`src/rtl/mirfak_hazard_ctrl_if.sv`:
```
// Signal bundle between the ID stage / pipeline registers and the hazard controller.
// The controller takes the slave side; whoever drives the ID-stage fields takes the master side.
interface mirfak_hazard_ctrl_if;
    logic       id_valid_i;
    logic [4:0] id_rs1_i;
    logic [4:0] id_rs2_i;
    logic       id_use_rs1_i;
    logic       id_use_rs2_i;
    logic [4:0] id_rd_i;
    logic       id_wen_i;
    logic       id_is_load_i;
    logic       take_branch_i;
    logic       ex_busy_i;
    logic       trap_i;
    logic [1:0] id_fwd_a_sel_o;
    logic [1:0] id_fwd_b_sel_o;
    logic       pc_enable_o;
    logic       ifid_enable_o;
    logic       ifid_clear_o;
    logic       idex_enable_o;
    logic       idex_clear_o;
    logic       exwb_enable_o;
    logic       exwb_clear_o;

    modport master (
        output id_valid_i, id_rs1_i, id_rs2_i, id_use_rs1_i, id_use_rs2_i,
               id_rd_i, id_wen_i, id_is_load_i, take_branch_i, ex_busy_i, trap_i,
        input  id_fwd_a_sel_o, id_fwd_b_sel_o, pc_enable_o, ifid_enable_o,
               ifid_clear_o, idex_enable_o, idex_clear_o, exwb_enable_o, exwb_clear_o
    );

    modport slave (
        input  id_valid_i, id_rs1_i, id_rs2_i, id_use_rs1_i, id_use_rs2_i,
               id_rd_i, id_wen_i, id_is_load_i, take_branch_i, ex_busy_i, trap_i,
        output id_fwd_a_sel_o, id_fwd_b_sel_o, pc_enable_o, ifid_enable_o,
               ifid_clear_o, idex_enable_o, idex_clear_o, exwb_enable_o, exwb_clear_o
    );
endinterface

```
`src/rtl/mirfak_hazard_ctrl.sv`:
```
// ID-stage hazard controller: forwarding selects, load-use / multi-cycle stalls,
// branch kill and a counted trap flush, plus every IFID/IDEX/EXWB enable and clear.
module mirfak_hazard_ctrl #(
    parameter int unsigned FLUSH_CYCLES = 2
) (
    input logic                 clk_i,
    input logic                 rst_i,
    mirfak_hazard_ctrl_if.slave hz
);

    typedef enum logic {RUN, FLUSH} state_t;

    localparam logic [3:0] CNT_LOAD = 4'(FLUSH_CYCLES - 1);

    function automatic logic [1:0] fwd_sel(
        input logic [4:0] rs,
        input logic       use_rs,
        input logic       ex_fwd_ok,
        input logic [4:0] ex_rd,
        input logic       wb_writer,
        input logic [4:0] wb_rd
    );
        logic [1:0] sel;
        sel = 2'b00;
        if (use_rs && rs != 5'd0) begin
            if (ex_fwd_ok && ex_rd == rs)
                sel = 2'b01;
            else if (wb_writer && wb_rd == rs)
                sel = 2'b10;
        end
        return sel;
    endfunction

    state_t     state, state_nxt;
    logic [3:0] cnt, cnt_nxt;
    logic       rst_hold;

    logic       ex_vld_p1, wb_vld_p2;
    logic [4:0] ex_rd_p1, wb_rd_p2;
    logic       ex_wen_p1, wb_wen_p2;
    logic       ex_ld_p1;

    logic       ex_writer, wb_writer, load_use;
    logic       pc_en, ifid_en, ifid_clr, idex_en, idex_clr, exwb_en, exwb_clr;
    logic [1:0] fwd_a, fwd_b;

    // Outputs stay forced for one full cycle after reset release so the first
    // fetch sees cleared pipeline registers regardless of where rst_i dropped.
    always_ff @(posedge clk_i or posedge rst_i) begin
        if (rst_i) rst_hold <= 1'b1;
        else       rst_hold <= 1'b0;
    end

    always_ff @(posedge clk_i or posedge rst_i) begin
        if (rst_i) begin
            state <= RUN;
            cnt   <= 4'd0;
        end else begin
            state <= state_nxt;
            cnt   <= cnt_nxt;
        end
    end

    always_comb begin
        state_nxt = state;
        cnt_nxt   = cnt;
        case (state)
            RUN: begin
                if (hz.trap_i) begin
                    state_nxt = FLUSH;
                    cnt_nxt   = CNT_LOAD;
                end
            end
            FLUSH: begin
                if (hz.trap_i)
                    cnt_nxt = CNT_LOAD;
                else if (cnt == 4'd0)
                    state_nxt = RUN;
                else
                    cnt_nxt = cnt - 4'd1;
            end
            default: begin
                state_nxt = RUN;
                cnt_nxt   = 4'd0;
            end
        endcase
    end

    assign ex_writer = ex_vld_p1 && ex_wen_p1 && (ex_rd_p1 != 5'd0);
    assign wb_writer = wb_vld_p2 && wb_wen_p2 && (wb_rd_p2 != 5'd0);

    assign load_use = hz.id_valid_i && ex_writer && ex_ld_p1 &&
                      ((hz.id_use_rs1_i && hz.id_rs1_i == ex_rd_p1) ||
                       (hz.id_use_rs2_i && hz.id_rs2_i == ex_rd_p1));

    always_comb begin
        fwd_a = 2'b00;
        fwd_b = 2'b00;
        if (!(rst_i || rst_hold)) begin
            // A load in EX has no data yet; it must fall through to WB (or stall).
            fwd_a = fwd_sel(hz.id_rs1_i, hz.id_use_rs1_i, ex_writer && !ex_ld_p1,
                            ex_rd_p1, wb_writer, wb_rd_p2);
            fwd_b = fwd_sel(hz.id_rs2_i, hz.id_use_rs2_i, ex_writer && !ex_ld_p1,
                            ex_rd_p1, wb_writer, wb_rd_p2);
        end
    end

    always_comb begin
        pc_en    = 1'b1;
        ifid_en  = 1'b1;
        ifid_clr = 1'b0;
        idex_en  = 1'b1;
        idex_clr = 1'b0;
        exwb_en  = 1'b1;
        exwb_clr = 1'b0;
        if (rst_i || rst_hold) begin
            pc_en    = 1'b0;
            ifid_en  = 1'b0;
            idex_en  = 1'b0;
            exwb_en  = 1'b0;
            ifid_clr = 1'b1;
            idex_clr = 1'b1;
            exwb_clr = 1'b1;
        end else if (state == FLUSH || hz.trap_i) begin
            // PC keeps advancing so the trap vector fetch proceeds during the flush.
            ifid_en  = 1'b0;
            idex_en  = 1'b0;
            exwb_en  = 1'b0;
            ifid_clr = 1'b1;
            idex_clr = 1'b1;
            exwb_clr = 1'b1;
        end else if (hz.ex_busy_i) begin
            pc_en    = 1'b0;
            ifid_en  = 1'b0;
            idex_en  = 1'b0;
            exwb_en  = 1'b0;
            exwb_clr = 1'b1;
        end else if (load_use) begin
            pc_en    = 1'b0;
            ifid_en  = 1'b0;
            idex_en  = 1'b0;
            idex_clr = 1'b1;
        end else if (hz.take_branch_i) begin
            ifid_clr = 1'b1;
        end
    end

    // ---- EX tracking slot (mirrors IDEX) ----
    always_ff @(posedge clk_i or posedge rst_i) begin
        if (rst_i)
            ex_vld_p1 <= 1'b0;
        else if (state == FLUSH || idex_clr)
            ex_vld_p1 <= 1'b0;
        else if (idex_en)
            ex_vld_p1 <= hz.id_valid_i;
    end

    always_ff @(posedge clk_i) begin
        if (idex_en) begin
            ex_rd_p1  <= hz.id_rd_i;
            ex_wen_p1 <= hz.id_wen_i;
            ex_ld_p1  <= hz.id_is_load_i;
        end
    end

    // ---- WB tracking slot (mirrors EXWB) ----
    always_ff @(posedge clk_i or posedge rst_i) begin
        if (rst_i)
            wb_vld_p2 <= 1'b0;
        else if (exwb_clr)
            wb_vld_p2 <= 1'b0;
        else if (exwb_en)
            wb_vld_p2 <= ex_vld_p1;
    end

    always_ff @(posedge clk_i) begin
        if (exwb_en) begin
            wb_rd_p2  <= ex_rd_p1;
            wb_wen_p2 <= ex_wen_p1;
        end
    end

    assign hz.id_fwd_a_sel_o = fwd_a;
    assign hz.id_fwd_b_sel_o = fwd_b;
    assign hz.pc_enable_o    = pc_en;
    assign hz.ifid_enable_o  = ifid_en;
    assign hz.ifid_clear_o   = ifid_clr;
    assign hz.idex_enable_o  = idex_en;
    assign hz.idex_clear_o   = idex_clr;
    assign hz.exwb_enable_o  = exwb_en;
    assign hz.exwb_clear_o   = exwb_clr;

endmodule

```
`src/flat_wrapper.sv`:
```
// flat-port wrapper written by rule: the top's interface ports become plain ports
module mirfak_hazard_ctrl_flat 
#(
    parameter int unsigned FLUSH_CYCLES = 2
)
  (clk_i, rst_i, hz_id_valid_i, hz_id_rs1_i, hz_id_rs2_i, hz_id_use_rs1_i, hz_id_use_rs2_i, hz_id_rd_i, hz_id_wen_i, hz_id_is_load_i, hz_take_branch_i, hz_ex_busy_i, hz_trap_i, hz_id_fwd_a_sel_o, hz_id_fwd_b_sel_o, hz_pc_enable_o, hz_ifid_enable_o, hz_ifid_clear_o, hz_idex_enable_o, hz_idex_clear_o, hz_exwb_enable_o, hz_exwb_clear_o);
  mirfak_hazard_ctrl_if hz_i ();
  input logic clk_i;
  input logic rst_i;
  input wire logic [$bits(hz_i.id_valid_i)-1:0] hz_id_valid_i;
  input wire logic [$bits(hz_i.id_rs1_i)-1:0] hz_id_rs1_i;
  input wire logic [$bits(hz_i.id_rs2_i)-1:0] hz_id_rs2_i;
  input wire logic [$bits(hz_i.id_use_rs1_i)-1:0] hz_id_use_rs1_i;
  input wire logic [$bits(hz_i.id_use_rs2_i)-1:0] hz_id_use_rs2_i;
  input wire logic [$bits(hz_i.id_rd_i)-1:0] hz_id_rd_i;
  input wire logic [$bits(hz_i.id_wen_i)-1:0] hz_id_wen_i;
  input wire logic [$bits(hz_i.id_is_load_i)-1:0] hz_id_is_load_i;
  input wire logic [$bits(hz_i.take_branch_i)-1:0] hz_take_branch_i;
  input wire logic [$bits(hz_i.ex_busy_i)-1:0] hz_ex_busy_i;
  input wire logic [$bits(hz_i.trap_i)-1:0] hz_trap_i;
  output wire logic [$bits(hz_i.id_fwd_a_sel_o)-1:0] hz_id_fwd_a_sel_o;
  output wire logic [$bits(hz_i.id_fwd_b_sel_o)-1:0] hz_id_fwd_b_sel_o;
  output wire logic [$bits(hz_i.pc_enable_o)-1:0] hz_pc_enable_o;
  output wire logic [$bits(hz_i.ifid_enable_o)-1:0] hz_ifid_enable_o;
  output wire logic [$bits(hz_i.ifid_clear_o)-1:0] hz_ifid_clear_o;
  output wire logic [$bits(hz_i.idex_enable_o)-1:0] hz_idex_enable_o;
  output wire logic [$bits(hz_i.idex_clear_o)-1:0] hz_idex_clear_o;
  output wire logic [$bits(hz_i.exwb_enable_o)-1:0] hz_exwb_enable_o;
  output wire logic [$bits(hz_i.exwb_clear_o)-1:0] hz_exwb_clear_o;
  assign hz_i.id_valid_i = hz_id_valid_i;
  assign hz_i.id_rs1_i = hz_id_rs1_i;
  assign hz_i.id_rs2_i = hz_id_rs2_i;
  assign hz_i.id_use_rs1_i = hz_id_use_rs1_i;
  assign hz_i.id_use_rs2_i = hz_id_use_rs2_i;
  assign hz_i.id_rd_i = hz_id_rd_i;
  assign hz_i.id_wen_i = hz_id_wen_i;
  assign hz_i.id_is_load_i = hz_id_is_load_i;
  assign hz_i.take_branch_i = hz_take_branch_i;
  assign hz_i.ex_busy_i = hz_ex_busy_i;
  assign hz_i.trap_i = hz_trap_i;
  assign hz_id_fwd_a_sel_o = hz_i.id_fwd_a_sel_o;
  assign hz_id_fwd_b_sel_o = hz_i.id_fwd_b_sel_o;
  assign hz_pc_enable_o = hz_i.pc_enable_o;
  assign hz_ifid_enable_o = hz_i.ifid_enable_o;
  assign hz_ifid_clear_o = hz_i.ifid_clear_o;
  assign hz_idex_enable_o = hz_i.idex_enable_o;
  assign hz_idex_clear_o = hz_i.idex_clear_o;
  assign hz_exwb_enable_o = hz_i.exwb_enable_o;
  assign hz_exwb_clear_o = hz_i.exwb_clear_o;
  mirfak_hazard_ctrl #(.FLUSH_CYCLES(FLUSH_CYCLES)) u_core (.clk_i(clk_i), .rst_i(rst_i), .hz(hz_i));
endmodule
```
`config.mk`:
```
export PLATFORM = sky130hd
export DESIGN_NAME = mirfak_hazard_ctrl_flat
export DESIGN_NICKNAME = d
export VERILOG_FILES = /design/src/rtl/mirfak_hazard_ctrl_if.sv /design/src/rtl/mirfak_hazard_ctrl.sv /design/src/flat_wrapper.sv
export SDC_FILE = /design/constraint.sdc
export NUM_CORES = 1
export LEC_CHECK = 0
export ABC_AREA = 1
export BUFFER_PORTS_ARGS = -buffer_cell sky130_fd_sc_hd__buf_2
export CAP_MARGIN = 40
export CORE_UTILIZATION = 45
export CTS_BUF_LIST = sky130_fd_sc_hd__clkbuf_8
export DETAILED_ROUTE_END_ITERATION = 6
export GPL_TIMING_DRIVEN = 0
export PLACE_DENSITY = 0.71
export SKIP_LAST_GASP = 1
export SYNTH_ARGS = -nofsm -noshare
export SYNTH_HDL_FRONTEND = slang
export SYNTH_SLANG_ARGS = --single-unit
```
`constraint.sdc`:
```
create_clock -name clk_i -period 2.7 [get_ports clk_i]
set_clock_uncertainty 0.05 [all_clocks]
set_input_delay 0.135 -clock clk_i [delete_from_list [all_inputs] [get_ports clk_i]]
set_output_delay 0.135 -clock clk_i [all_outputs]
set_load 0.03 [all_outputs]
```
# Word-level counts from Yosys, hierarchy flattened
# Index checks and enable logic that the tools add are counted.
# classes
n_addsub	1
n_eq_ne	8
n_mux	41
n_bitwise	1
reduce_logical	29
# op_table
op	count
5-bit == test	6
1-bit 2-to-1 mux	28
5-bit nonzero test	4
1-bit logical AND	16
2-bit 2-to-1 mux	8
4-bit 2-to-1 mux	3
4-bit one-hot mux with 2 select lines	1
4-bit logical NOT	1
1-bit logical OR	4
2-bit nonzero test	2
4-bit by 1-bit subtractor with 4-bit output (second input constant)	1
3-bit != test (second input constant)	1
2-bit != test (second input constant)	1
1-bit one-hot mux with 2 select lines	1
2-bit AND reduction	1
1-bit logical NOT	1
1-bit inverter	1
# word_totals
reg_bits	21
in_bits	25
output_inout_bits	11
wordCells	90

# Longest topological paths before layout
# Gate-level depths: netlist (run 1).
# depth
depth_word	11
ltp_mapped	10
mapped_depth_nobuf	9

# Least setup slack after synthesis (run 1)
# Ideal clock, no wire load.
# synth_timing
path_kind	register to output
startpoint	register u_core.rst_hold
endpoint	output port hz_ifid_enable_o
arrival_time_ps	2226
t_required_ps	2515
setup_slack_ps	289
path_stages_with_launch	7
n_path_buf	2
path_cell_list	dfstp_2 -> or2_1 -> clkbuf_2 -> nor2_1 -> nand2_1 -> nor2_1 -> buf_4
# synth_between
elab_chain_cells	2
# synth_lines
item	line_no	rtl
start, declared	mirfak_hazard_ctrl.sv:36	logic rst_hold;
start signal, assigned	mirfak_hazard_ctrl.sv:50	if (rst_i) rst_hold <= 1'b1;
start signal, assigned	mirfak_hazard_ctrl.sv:51	else rst_hold <= 1'b0;
1-bit logical OR	mirfak_hazard_ctrl.sv:116	if (rst_i || rst_hold) begin
1-bit 2-to-1 mux	--	
end, declared	flat_wrapper.sv:24	output wire logic [$bits(hz_i.ifid_enable_o)-1:0] hz_ifid_enable_o;
# No other way between the ends.

# Worst setup path after layout (run 1)
# layout_timing
startpoint	input port rst_i
endpoint	output port hz_ifid_enable_o
# layout_between
elab_chain_cells	2
# layout_lines
item	line_no	rtl
start, declared	flat_wrapper.sv:9	input logic rst_i;
1-bit logical OR	mirfak_hazard_ctrl.sv:116	
1-bit 2-to-1 mux	mirfak_hazard_ctrl.sv:116	
# No other way between the ends.

==> run metrics, run 1 <==
post-synth top area share=0.319; Worst EP required=2.52 ns; remaining antenna violation count=0; Hold Path Sink=u_core.ex_rd_p1[0]; Setup-failing EPs final=0; synthesized flop and latch total=21; peak supply drop=around 0.56 mV; reg-to-reg endpoint=u_core.ex_rd_p1[3]; Post-Syn Area=about 0.0012 mm2; Final Power=around 0.00080 W; DR vias/cell=approximately 5.2; height of the die=between 50 and 60 um; WS Path Type=in -> out; vias in the first global route=1005; maximum fanout along the worst path=9; type of origin of the critical path=input pin; initial core utilization=0.485; Final Hold Viols=0; Area growth syn-to-layout=27.1%; fin cells=228; Min-Delay Startpoint=hz_id_rd_i[0]; Post-synth top flop=edfxtp_1; global-route usage over all layers=0.194; DRC=0; via count=between 1000 and 1500; CTS tree=yes; main combinational cell family by area after synthesis=simple AND/OR/NAND/NOR gates; Max-Cap Viols=0; WL final=2690 um; setup bufs post-CTS=0; initial antenna violation count=0; num rows=18; Final Cycle Share=0.892; diodes inserted=0; complex-gate fraction of the synthesized area=0.0920; post-synthesis adder-cell area fraction=0.0102; Clock transition at path regs=about 0.07 ns; FMAX=roughly 420 MHz; drt pass-1 iters=4; clock latency on the worst-skew pair=between 0.2 and 0.3 ns; Synth area leader=edfxtp_1; CP Data Arrival Time=between 2 and 2.5 ns; critical register-to-register path startpoint=u_core.ex_rd_p1[2]; gpl congestion=about 0.9; reg2reg path depth=9; Port Buf Inserts=35; outcome=finished clean; Hold Path Cell Cnt=1; post-synthesis mux area share=0; largest net degree at the start of global routing=13; wire per inst=approximately 12 um; CTS max path bufs=2; max-slew violations=0; global-route wire length before repair=just under 4000 um; RSZ-0062 raised after global routing=no; post-layout min period=around 2.4 ns; Post-Syn Nets=178; CTS HTree Levels=1; Remaining Overflow, GRT=0; Die X=around 54 um; hold crit path type=in -> reg; Yosys cell types=28; CTS buffer count=3; Async S/R FF share, synth=0.381; 1st-iter DRT viols=33; XOR/XNOR share of the synthesized area=0.0429; Min Hold Slack=slightly below 0.004 ns; filler instances=between 200 and 250; Post-synth top cells=31 x nand2_1, 29 x inv_1, 17 x nor2_1, 13 x edfxtp_1, 9 x nand4_1; post-synthesis cell count=around 150; most common cell in the synthesized netlist=nand2_1; clk root buf=clkbuf_8; Final #Nets=~230; Sinks on Clock Net=21; synthesized-area fraction occupied by and/or/nand/nor cells=0.269; share of layout cells above drive strength 1=0.227; Syn Area/Cell=8.05 um2; Post-synth EDFFs=13; Area contributors post-synth=edfxtp_1 32%, dfrtp_1 14%, nand2_1 9.5%; num ports=36; Leakage=0.769 nW; Worst Setup End Kind=output pin; R2R Setup Slk=roughly 0.83 ns; dpl cells=~220; post-synthesis sequential area ratio=0.484; core area=0.00252 mm2; setup_tns=0 ns; die area=0.00293 mm2; PD cells=between 500 and 600 mW/mm2; Detailed Place HPWL=between 2000 and 2500 um; Warnings, synthesis=0
worst max-delay path by stage:
stage / startpoint / end / slack [ns] / cells after the start
after global placement: u_core.ex_rd_p1[2] / hz_ifid_enable_o / 0.57 / 11
final: rst_i / hz_ifid_enable_o / 0.29 / 9
after detailed placement: u_core.ex_rd_p1[2] / hz_ifid_enable_o / 0.55 / 11
after CTS: rst_i / hz_ifid_enable_o / 0.11 / 9
after floorplan: u_core.rst_hold / hz_ifid_enable_o / 0.29 / 6
after global routing: rst_i / hz_ifid_enable_o / 0.12 / 9
critical path: stages:
cell	delay, ns
dlygate4sd3_1	0.53
buf_2	0.12
or2_1	0.19
clkbuf_2	0.17
nor2_1	0.20
nand2_1	0.15
nor2_2	0.37
buf_4	0.18
buf_2	0.18
power breakdown:
part / total (W) / leakage (nW) / internal [W] / switching (W)
Sequential: 0.000388 / 0.217 / 0.000373 / 0.0000153
Clock: 0.000203 / 0.0255 / 0.000103 / 0.000100
Combinational: 0.000213 / 0.526 / 0.0000880 / 0.000125
Total: 0.000804 / 0.769 / 0.000564 / 0.000240
routing by layer:
layer  GRT usage  part of all wire  up-vias
met3      0.0339             0.058       10
met1       0.245              0.45      532
li1            -                 -      594
met4       0.115             0.033        0
met5           0                 0        -
met2       0.309              0.46       51
sequential cells by signal, indices dropped and copies added, names as in the netlist:
register / count
u_core.cnt: 4
u_core.ex_ld_p1: 1
u_core.ex_rd_p1: 5
u_core.ex_vld_p1: 1
u_core.ex_wen_p1: 1
u_core.rst_hold: 1
u_core.state: 1
u_core.wb_rd_p2: 5
u_core.wb_vld_p2: 1
u_core.wb_wen_p2: 1
repair_timing:
| item | CTS | global route |
|---|---|---|
| endpoints found under the hold margin | 13 | 0 |
| endpoints found under the setup margin | 0 | 2 |
| gates resized for setup | 0 | 1 |
| hold buffers | 7 | 0 |
cells by family (layout without fill, tap and decap cells):
group	Yosys count	in the layout
AO/OA/AOI/OAI	19	19
XOR/XNOR	6	6
adder cells (fa/ha/maj)	1	1
buffers and inverters	31	77
flip-flops	21	21
other	1	1
AND/OR/NAND/NOR	73	73
per-stage QoR:
step / instance area (um2) / worst slack, ns / utilization
after floorplan: 1220 / 0.289 / -
after global placement: 1440 / 0.572 / 0.569
after detailed placement: 1440 / 0.554 / 0.569
after CTS: 1550 / 0.111 / 0.616
after global routing: 1560 / 0.120 / 0.617
final: 1560 / 0.292 / 0.617
cell usage in the layout, fill, tap and decap left out, types with 2 or more instances in the layout:
cell type,count
nand4_1,9
dfrtp_1,7
nor2_1,16
nor3_1,2
nor2_2,2
o22ai_1,6
or2_1,2
nor4_1,2
nand2_1,31
xnor2_1,3
xor2_1,3
nand3_1,6
clkbuf_8,3
a21oi_1,4
buf_2,35
edfxtp_1,13
inv_1,29
o21ai_0,5
dlygate4sd3_1,7
area by class of cell:
| class | instances | area, um2 | share of cell area |
|---|---|---|---|
| sequential | 21 | 592 | 0.381 |
| multi-input combinational | 100 | 513 | 0.330 |
| timing repair buffer | 42 | 245 | 0.158 |
| inverter | 29 | 109 | 0.0700 |
| clock buffer | 3 | 41.3 | 0.0265 |
| tap | 30 | 37.5 | 0.0241 |
| buffer | 2 | 12.5 | 0.00805 |
| clock inverter | 1 | 5.00 | 0.00322 |
(Power assumes the default switching activity.)
==> run 2, diff against run 1 <==
--- a/config.mk
+++ b/config.mk
@@ -5,14 +5,15 @@
 export SDC_FILE = /design/constraint.sdc
 export NUM_CORES = 1
 export LEC_CHECK = 0
-export ABC_AREA = 1
-export BUFFER_PORTS_ARGS = -buffer_cell sky130_fd_sc_hd__buf_2
+export ABC_AREA = 0
 export CAP_MARGIN = 40
 export CORE_UTILIZATION = 45
 export CTS_BUF_LIST = sky130_fd_sc_hd__clkbuf_8
 export DETAILED_ROUTE_END_ITERATION = 6
+export DONT_BUFFER_PORTS = 1
 export GPL_TIMING_DRIVEN = 0
-export PLACE_DENSITY = 0.71
+export PLACE_DENSITY = 0.6
+export SETUP_SLACK_MARGIN = 0.3
 export SKIP_LAST_GASP = 1
 export SYNTH_ARGS = -nofsm -noshare
 export SYNTH_HDL_FRONTEND = slang
==> run 2 against run 1 <==
Critical path depth down 3. Area after synthesis down 4.4%. First-iteration DRC count down 67%. Sequential power up 7.0%. Largest power group unchanged. Wire length down 4.9%. Global-route usage down 0.41 points.
==> run metrics, run 2 <==
biggest regs=u_core.ex_rd_p1 (5), u_core.wb_rd_p2 (5), u_core.cnt (4); Post-Syn Nets=134; clk root buf=clkbuf_8; height of the die=between 50 and 60 um; FMAX=about 420 MHz; crit-path cells=nor2_4 -> nand2_2 -> nor2_4 -> clkinvlp_4 -> nor2_4 -> buf_6; Final Cycle Share=0.877; most common cell in the synthesized netlist=xor2_1; Die X=about 53 um; hold crit path type=in -> reg; Worst Setup End Kind=output pin; outcome=finished clean; Worst-Margin Slew=~0.58 ns; Yosys cell types=28; Warnings, synthesis=0; initial core utilization=0.472; PD cells=roughly 550 mW/mm2; Post-DP Area=around 0.0012 mm2; Max-Cap Viols=0; num ports=36; drt pass-1 iters=4; global-route wire length before repair=3590 um; Clock transition at path regs=about 0.08 ns; Min Hold Slack=around 0.041 ns; CP max stage cell=dfrtp_2; post-synthesis cell count=between 100 and 150; DRC=0; final core utilization=0.629; share of layout cells above drive strength 1=0.265; diodes inserted=0; post-synth top area share=0.334; Critical Path Most Common Cell=nor2_4; via count=882; initial antenna violation count=0; core area=roughly 0.0025 mm2; 1st-iter DRT viols=11; synthesized flop and latch total=21; CTS HTree Levels=1; headroom to the max-slew limit=0.611; Detailed Place HPWL=roughly 1800 um; CP Data Arrival Time=2.18 ns; Synth area leader=edfxtp_1; max-slew violations=0; die area=0.00281 mm2; Setup-failing EPs final=0; Worst EP required=~2.5 ns; RSZ-0062 raised after global routing=yes; maximum fanout along the worst path=8; Area growth syn-to-layout=33.3%; wire per inst=around 16 um; Syn Area/Cell=10.8 um2; Slowest Stage Delay on Critical Path=between 0.4 and 0.5 ns; Post-synth top flop=edfxtp_1; gpl congestion=about 0.8; Min-Delay Startpoint=hz_ex_busy_i; CTS max path bufs=2; post-synthesis sequential area ratio=0.506; CP Launch Point=u_core.state; CTS buffer count=3; global-route usage over all layers=0.190; CTS tree=yes; most frequent cells in the layout=17 x xor2_1, 13 x edfxtp_1, 10 x dlygate4sd3_1; Final Power=0.000853 W; remaining antenna violation count=0; num rows=18; critical register-to-register path startpoint=u_core.state; WL final=roughly 2600 um; Setup Slack @ Placement=-0.00182 ns; largest net degree at the start of global routing=14; Post-Syn Area=around 0.0012 mm2; Sinks on Clock Net=21; Leakage=between 0.5 and 0.6 nW; commonest non-fill, non-tap cell in the layout=xor2_1; Post-synth EDFFs=13; post-layout min period=approximately 2.4 ns; Final Cell Area=about 0.0016 mm2; peak supply drop=around 0.39 mV; Final Hold Viols=0; clock latency on the worst-skew pair=approximately 0.26 ns; type of origin of the critical path=register; Port Buf Inserts=0; Final #Nets=between 150 and 200; slack of the critical path=0.331 ns; Async S/R FF share, synth=0.381; Area contributors post-synth=edfxtp_1 33%, dfrtp_1 15%, xor2_1 13%; vias in the first global route=774; Post-synth top cells=17 x xor2_1, 13 x edfxtp_1, 13 x nor2_1; DR vias/cell=around 5.4; WS Path Type=reg -> out; Remaining Overflow, GRT=0
[run 2: cell count changes after synthesis, sizes merged, moves of 6 or more]
cell | previous run | this run
nand4 | 9 | 0
inv | 29 | 7
nand2 | 31 | 3
o22ai | 6 | 0
xor2 | 3 | 17
[run 2: per-stage QoR]
step,TNS [ns],instances
6_report,0,162
2_1_floorplan,0,108
4_1_cts,0,155
5_1_grt,0,162
3_3_place_gp,0,138
3_5_place_dp,-0.00182,139
[run 2: worst max-delay path, delay by kind of cell (launching register included)]
kind | cells | cell delay, ns
buffers and inverters | 2 | 0.54
flip-flops | 1 | 0.44
AND/OR/NAND/NOR | 4 | 0.94
[run 2: cell families (layout without fill, tap and decap cells)]
logic type      Yosys count  after routing  synth area share
flops                    21             21             0.506
buf+inv                   8             31            0.0289
fa+ha+maj                 1              1            0.0107
compound gates           13             13            0.0952
simple gates             42             43             0.191
xor+xnor                 22             22             0.165
other cells               1              1           0.00321
[run 2: area by class of cell]
cell class	count	area, um2
buffer	1	11.3
clock buffer	3	41.3
clock inverter	1	7.51
fill	204	918
inverter	7	30.0
multi-input combinational	80	673
sequential	21	593
tap	30	37.5
timing repair buffer	19	165
[run 2: power by group]
| group | leakage, nW | internal, W | total, W | switching [W] |
|---|---|---|---|---|
| clock network | 0.0217 | 0.000104 | 0.000207 | 0.000103 |
| registers | 0.216 | 0.000381 | 0.000415 | 0.0000341 |
| logic | 0.326 | 0.000107 | 0.000231 | 0.000124 |
| total | 0.563 | 0.000592 | 0.000853 | 0.000261 |
[run 2: final timing paths]
path                                           end  slack (ns)  depth (start not counted)
worst min-delay path              u_core.wb_vld_p2        0.04                          2
max in group asynchronous          u_core.rst_hold        2.09                          2
worst min register to register    u_core.wb_wen_p2        0.43                          0
worst max-delay path              hz_ifid_enable_o        0.33                          6
worst max register to register  u_core.ex_rd_p1[3]        0.59                          5
min in group asynchronous         u_core.ex_vld_p1        0.22                          2
[run 2: timing repair]
| item | in CTS | in global routing |
|---|---|---|
| setup endpoints to repair | 12 | 5 |
| buffers inserted | 1 | 7 |
| gates resized for setup | 11 | 10 |
| pin swaps | 3 | 5 |
| cloned | 1 | 0 |
| hold buffers | 10 | 0 |
| endpoints found under the hold margin | 21 | 0 |
[run 2: per-layer routing]
| layer | wire (um) | GRT usage |
|---|---|---|
| met5 | 0 | 0 |
| met1 | 1100 | 0.230 |
| met3 | 165 | 0.0632 |
| met4 | 29 | 0.0658 |
| met2 | 1260 | 0.314 |
